**src/rtl/sha256_pkg.sv**
```systemverilog
// Shared SHA-256 constants, schedule FSM state type and rotate helper.
package sha256_pkg;

  localparam int SHA256_WORD_W = 32;
  localparam int SHA256_ROUNDS = 64;

  localparam int SIG0_ROT_A = 7;
  localparam int SIG0_ROT_B = 18;
  localparam int SIG0_SHR   = 3;
  localparam int SIG1_ROT_A = 17;
  localparam int SIG1_ROT_B = 19;
  localparam int SIG1_SHR   = 10;

  typedef enum logic [1:0] {
    IDLE = 2'd0,
    LOAD = 2'd1,
    EMIT = 2'd2,
    DONE = 2'd3
  } sched_state_e;

  function automatic logic [SHA256_WORD_W-1:0] rotr(input logic [SHA256_WORD_W-1:0] x,
                                                     input int n);
    return (x >> n) | (x << (SHA256_WORD_W - n));
  endfunction

endpackage

```
**src/rtl/sigma0_func_schedule.sv**
```systemverilog
// Message-schedule small sigma0: ROTR7 ^ ROTR18 ^ SHR3, purely combinational.
module sigma0_func_schedule
  import sha256_pkg::*;
(
  input  logic [SHA256_WORD_W-1:0] x,
  output logic [SHA256_WORD_W-1:0] y
);

  assign y = rotr(x, SIG0_ROT_A) ^ rotr(x, SIG0_ROT_B) ^ (x >> SIG0_SHR);

endmodule

```
**src/rtl/sigma1_func_schedule.sv**
```systemverilog
// Message-schedule small sigma1: ROTR17 ^ ROTR19 ^ SHR10, purely combinational.
module sigma1_func_schedule
  import sha256_pkg::*;
(
  input  logic [SHA256_WORD_W-1:0] x,
  output logic [SHA256_WORD_W-1:0] y
);

  assign y = rotr(x, SIG1_ROT_A) ^ rotr(x, SIG1_ROT_B) ^ (x >> SIG1_SHR);

endmodule

```
**src/rtl/sha256_msg_schedule.sv**
```systemverilog
// SHA-256 message schedule: loads 16 words into a sliding window, then
// streams W[0..NUM_ROUNDS-1] while computing W[t+16] into the window tail.
module sha256_msg_schedule
  import sha256_pkg::*;
#(
  parameter int NUM_ROUNDS = SHA256_ROUNDS
) (
  input  logic                     clk,
  input  logic                     rst_n,
  input  logic                     start,
  input  logic [SHA256_WORD_W-1:0] msg_word_in,
  input  logic                     msg_word_valid,
  output logic                     msg_word_ready,
  output logic [SHA256_WORD_W-1:0] w_out,
  output logic                     w_valid,
  input  logic                     w_ready,
  output logic [5:0]               t_out,
  output logic                     busy,
  output logic                     done
);

  localparam logic [5:0] T_LAST = 6'(NUM_ROUNDS - 1);

  sched_state_e             state;
  logic [SHA256_WORD_W-1:0] r [16];
  logic [3:0]               load_cnt;
  logic [5:0]               t;
  logic [SHA256_WORD_W-1:0] s0;
  logic [SHA256_WORD_W-1:0] s1;
  logic [SHA256_WORD_W-1:0] w_next;
  logic                     load_fire;
  logic                     emit_fire;

  sigma0_func_schedule u_sigma0 (.x(r[1]),  .y(s0));
  sigma1_func_schedule u_sigma1 (.x(r[14]), .y(s1));

  // W[t+16] from the current window; carries beyond 32 bits drop naturally.
  assign w_next = s1 + r[9] + s0 + r[0];

  assign load_fire = (state == LOAD) && msg_word_valid;
  assign emit_fire = (state == EMIT) && w_ready;

  assign msg_word_ready = (state == LOAD);
  assign w_valid        = (state == EMIT);
  assign busy           = (state != IDLE);
  assign done           = (state == DONE);
  assign w_out          = r[0];
  assign t_out          = t;

  always_ff @(posedge clk or negedge rst_n) begin
    if (!rst_n) begin
      state    <= IDLE;
      load_cnt <= '0;
      t        <= '0;
    end else begin
      case (state)
        IDLE: begin
          if (start) begin
            state    <= LOAD;
            load_cnt <= '0;
          end
        end
        LOAD: begin
          if (load_fire) begin
            load_cnt <= load_cnt + 4'd1;
            if (load_cnt == 4'd15) begin
              state <= EMIT;
              t     <= '0;
            end
          end
        end
        EMIT: begin
          if (emit_fire) begin
            t <= t + 6'd1;
            if (t == T_LAST) state <= DONE;
          end
        end
        DONE:    state <= IDLE;
        default: state <= IDLE;
      endcase
    end
  end

  // Window: random-access writes while loading, shift-and-append while emitting.
  always_ff @(posedge clk or negedge rst_n) begin
    if (!rst_n) begin
      for (int i = 0; i < 16; i++) r[i] <= '0;
    end else if (load_fire) begin
      r[load_cnt] <= msg_word_in;
    end else if (emit_fire) begin
      for (int i = 0; i < 15; i++) r[i] <= r[i+1];
      r[15] <= w_next;
    end
  end

endmodule
```
**config.mk**
```make
export PLATFORM = sky130hd
export DESIGN_NAME = sha256_msg_schedule
export DESIGN_NICKNAME = d
export VERILOG_FILES = /design/src/rtl/sha256_pkg.sv /design/src/rtl/sigma0_func_schedule.sv /design/src/rtl/sigma1_func_schedule.sv /design/src/rtl/sha256_msg_schedule.sv
export SDC_FILE = /design/constraint.sdc
export NUM_CORES = 1
export LEC_CHECK = 0
export CORE_UTILIZATION = 40
export CTS_CLUSTER_DIAMETER = 40
export CTS_CLUSTER_SIZE = 24
export DETAILED_ROUTE_END_ITERATION = 7
export PLACE_DENSITY = 0.64
export SLEW_MARGIN = 20
export SYNTH_ARGS = -nofsm -noshare
export SYNTH_HDL_FRONTEND = slang
export SYNTH_SLANG_ARGS = --single-unit
```
**constraint.sdc**
```tcl
create_clock -name clk -period 5.3 [get_ports clk]
set_input_delay 0.795 -clock clk [delete_from_list [all_inputs] [get_ports clk]]
set_output_delay 0.795 -clock clk [all_outputs]
set_load 0.05 [all_outputs]
```
==> impl_metrics.ini <==
[floorplan]
coreArea_sq_um = 70400
die_y_um = 269
ios = 79
fp-row-count = 97
initial_core_util_pct = 40.6
fp.dieW_um = 269
die_area_sq_um = 72500

[routing]
dr.pass1.iters = 8
dr.first_iter.drc_count = 3148
drc = 0
top_layer = met4
routed_via_density = 5.70
met1Wirelength_mm = 42.8
vias = 25075
wl_mm = 96.9
drtAntennaViolNets = 0
wl_met2_mm = 42.7
route.met3.wl_mm = 8.30
wire_per_inst_um = 22.0

[worst_setup_path]
cp-end-kind = flip-flop
worstPathRequired_ns = 5.79
cp_cell_sequence = xor2_1 -> xnor2_1 -> fa_1 -> inv_1 -> fa_1 -> ha_1 -> fa_1 -> a21oi_1 -> o211ai_1 -> a2111oi_1 -> buf_4 -> nor4_1 -> nor3_1 -> o21a_1 -> o311ai_1
max_stage_delay_ns = 0.56
path_common_cell = fa_1
cpMaxStageDelayCell = a2111oi_1
crit_path_start_kind = flip-flop
rr_worst_depth = 15
crit_fanout = 5
crit_arrival_ns = 5.22
path_class = reg2reg

[clocking]
cts.htree.levels = 3
cts_tree = built
hold_buffers = 0
cts_resized = 0
root_buffer = clkbuf_16
numCtsBuffers = 80
cts_setup_buffers = 0
clk_pin_slew_ns = 0.06
clk_latency_ns = 0.63
clkSinkCount = 524
clk_path_buf_depth = 3

[final_layout]
most-common-layout-cells = nand2_1 (538), dfrtp_1 (524), o21ai_0 (520)
drive_gt1_share_pct = 6.54
final_util_pct = 46.1
layout_commonest_cell = nand2_1
area_delta_synth_final_pct = 13.6
fillCellCount = 6845
fin_nets = 3531
num_antenna_cells = 0

[yosys]
seq_area_frac_synth_pct = 45.9
muxShareOfSynthArea_pct = 0.214
ys_warn_count = 0
synth_edf_count = 0
yosys.cell_types.count = 68
netlist_area_sq_um = 28600
synthSimpleGateAreaFrac_pct = 15.3
syn_nets = 3655
syn-instance-count = 3515
synth_compound_area_share_pct = 21.1
yosys_most_used_dff = dfrtp_1
ys_seq_elements = 524
synthArstFlopShare_pct = 100
synth_top_family_by_area = compound AO/OA/AOI/OAI gates
avgSynthCellArea_sq_um = 8.13
synth-xor-area-share_pct = 4.38
synthAdderAreaFrac_pct = 6.14

[global_routing]
grt_usage_pct = 26.4
grt_pass1_vias = 23973
grt_max_degree = 222
overflow = 0
antenna_found_initial = 0
grt_pass1_wl_mm = 149

[timing]
post-route-period-util_pct = 89.1
fmax_ghz = 0.212
worst_slew_pin_slew_ns = 1.18
finalSetupTns_ns = 0
finalHoldWorstSlack_ns = 0.178
clock_skew_ns = 0.0187
rsz0062_at_grt = false
relSlewSlack_pct = 21.2
period_minus_slack_ns = 4.72
final_hold_viol_count = 0
setup_viol = 0
drv_slew = 0

[run]
drv_cap = 0

[placement]
place_congestion = 1.00
port_buffers = 78
hpwl_mm = 62.6

[run_status]
outcome = finished clean

[min_path]
hold_class = in2async
## per-layer routing
metal  track usage, %  up-vias
met1             38.5    12485
met4             9.75        0
met3             5.27      156
li1                 -    11310
met5                0        -
met2             38.8     1124
## final timing paths
check	end	slack (ns)	start
worst max-delay path	r[29]$_DFFE_PN0P_	0.58	r[456]$_DFFE_PN0P_
worst min-delay path	r[295]$_DFFE_PN0P_	0.18	rst_n
worst max register to register	r[29]$_DFFE_PN0P_	0.58	r[456]$_DFFE_PN0P_
worst min register to register	r[0]$_DFFE_PN0P_	0.49	r[0]$_DFFE_PN0P_
max in group asynchronous	r[323]$_DFFE_PN0P_	3.84	rst_n
min in group clk	r[0]$_DFFE_PN0P_	0.49	r[0]$_DFFE_PN0P_
## Yosys cell counts, types with 26 or more instances
cell      number  area (sq um)
nand2_1      539          2020
dfrtp_1      524         13100
o21ai_0      520          2600
nor2_1       516          1940
a21oi_1      506          2530
clkbuf_1     268          1010
inv_1        137           514
xnor2_1       80           701
xor2_1        63           552
fa_1          62          1240
ha_1          41           513
buf_4         33           248
buf_1         31           116
a22oi_1       26           195
## area by class of cell
type	instances	area (sq um)	share of cell area [%]
Clock buffer	97	2220	6.84
Clock inverter	51	609	1.88
Inverter	137	514	1.58
Multi-Input combinational cell	2510	13500	41.6
Sequential cell	524	13100	40.4
Tap cell	940	1180	3.62
Timing Repair Buffer	138	1340	4.11
## critical path: cells and delay by family (launching register included)
family | cells | cell delay, ns
flops | 1 | 0.46
simple gates | 2 | 0.49
compound gates | 5 | 1.30
fa+ha+maj | 4 | 1.58
xor+xnor | 2 | 0.47
buf+inv | 2 | 0.29
## sequential cells by signal, indices dropped and copies added (netlist names)
| name | flops |
|---|---|
| state | 2 |
| w_out | 32 |
| t_out | 6 |
| r | 480 |
| load_cnt | 4 |
## stage by stage
stage          setup WS [ns]  cells  cell area, sq um
6_report               0.577   4397             32500
5_1_grt                0.402   4397             32500
4_1_cts                0.596   4397             32500
3_5_place_dp           0.620   4249             29700
3_3_place_gp           0.636   4249             29700
2_1_floorplan           1.29   3515             28600
## kinds of logic after synthesis
| family | count (synthesis) |
|---|---|
| muxes | 6 |
| DFF | 524 |
| AOI/OAI and AO/OA | 1133 |
| and+or+nand+nor | 1125 |
| xor gates and xnor gates | 143 |
| buffers and inverters | 481 |
| adders and majority gates | 103 |
Power is not shown: default switching activity piles up to over one toggle a cycle in this logic, so the estimate is an artifact.
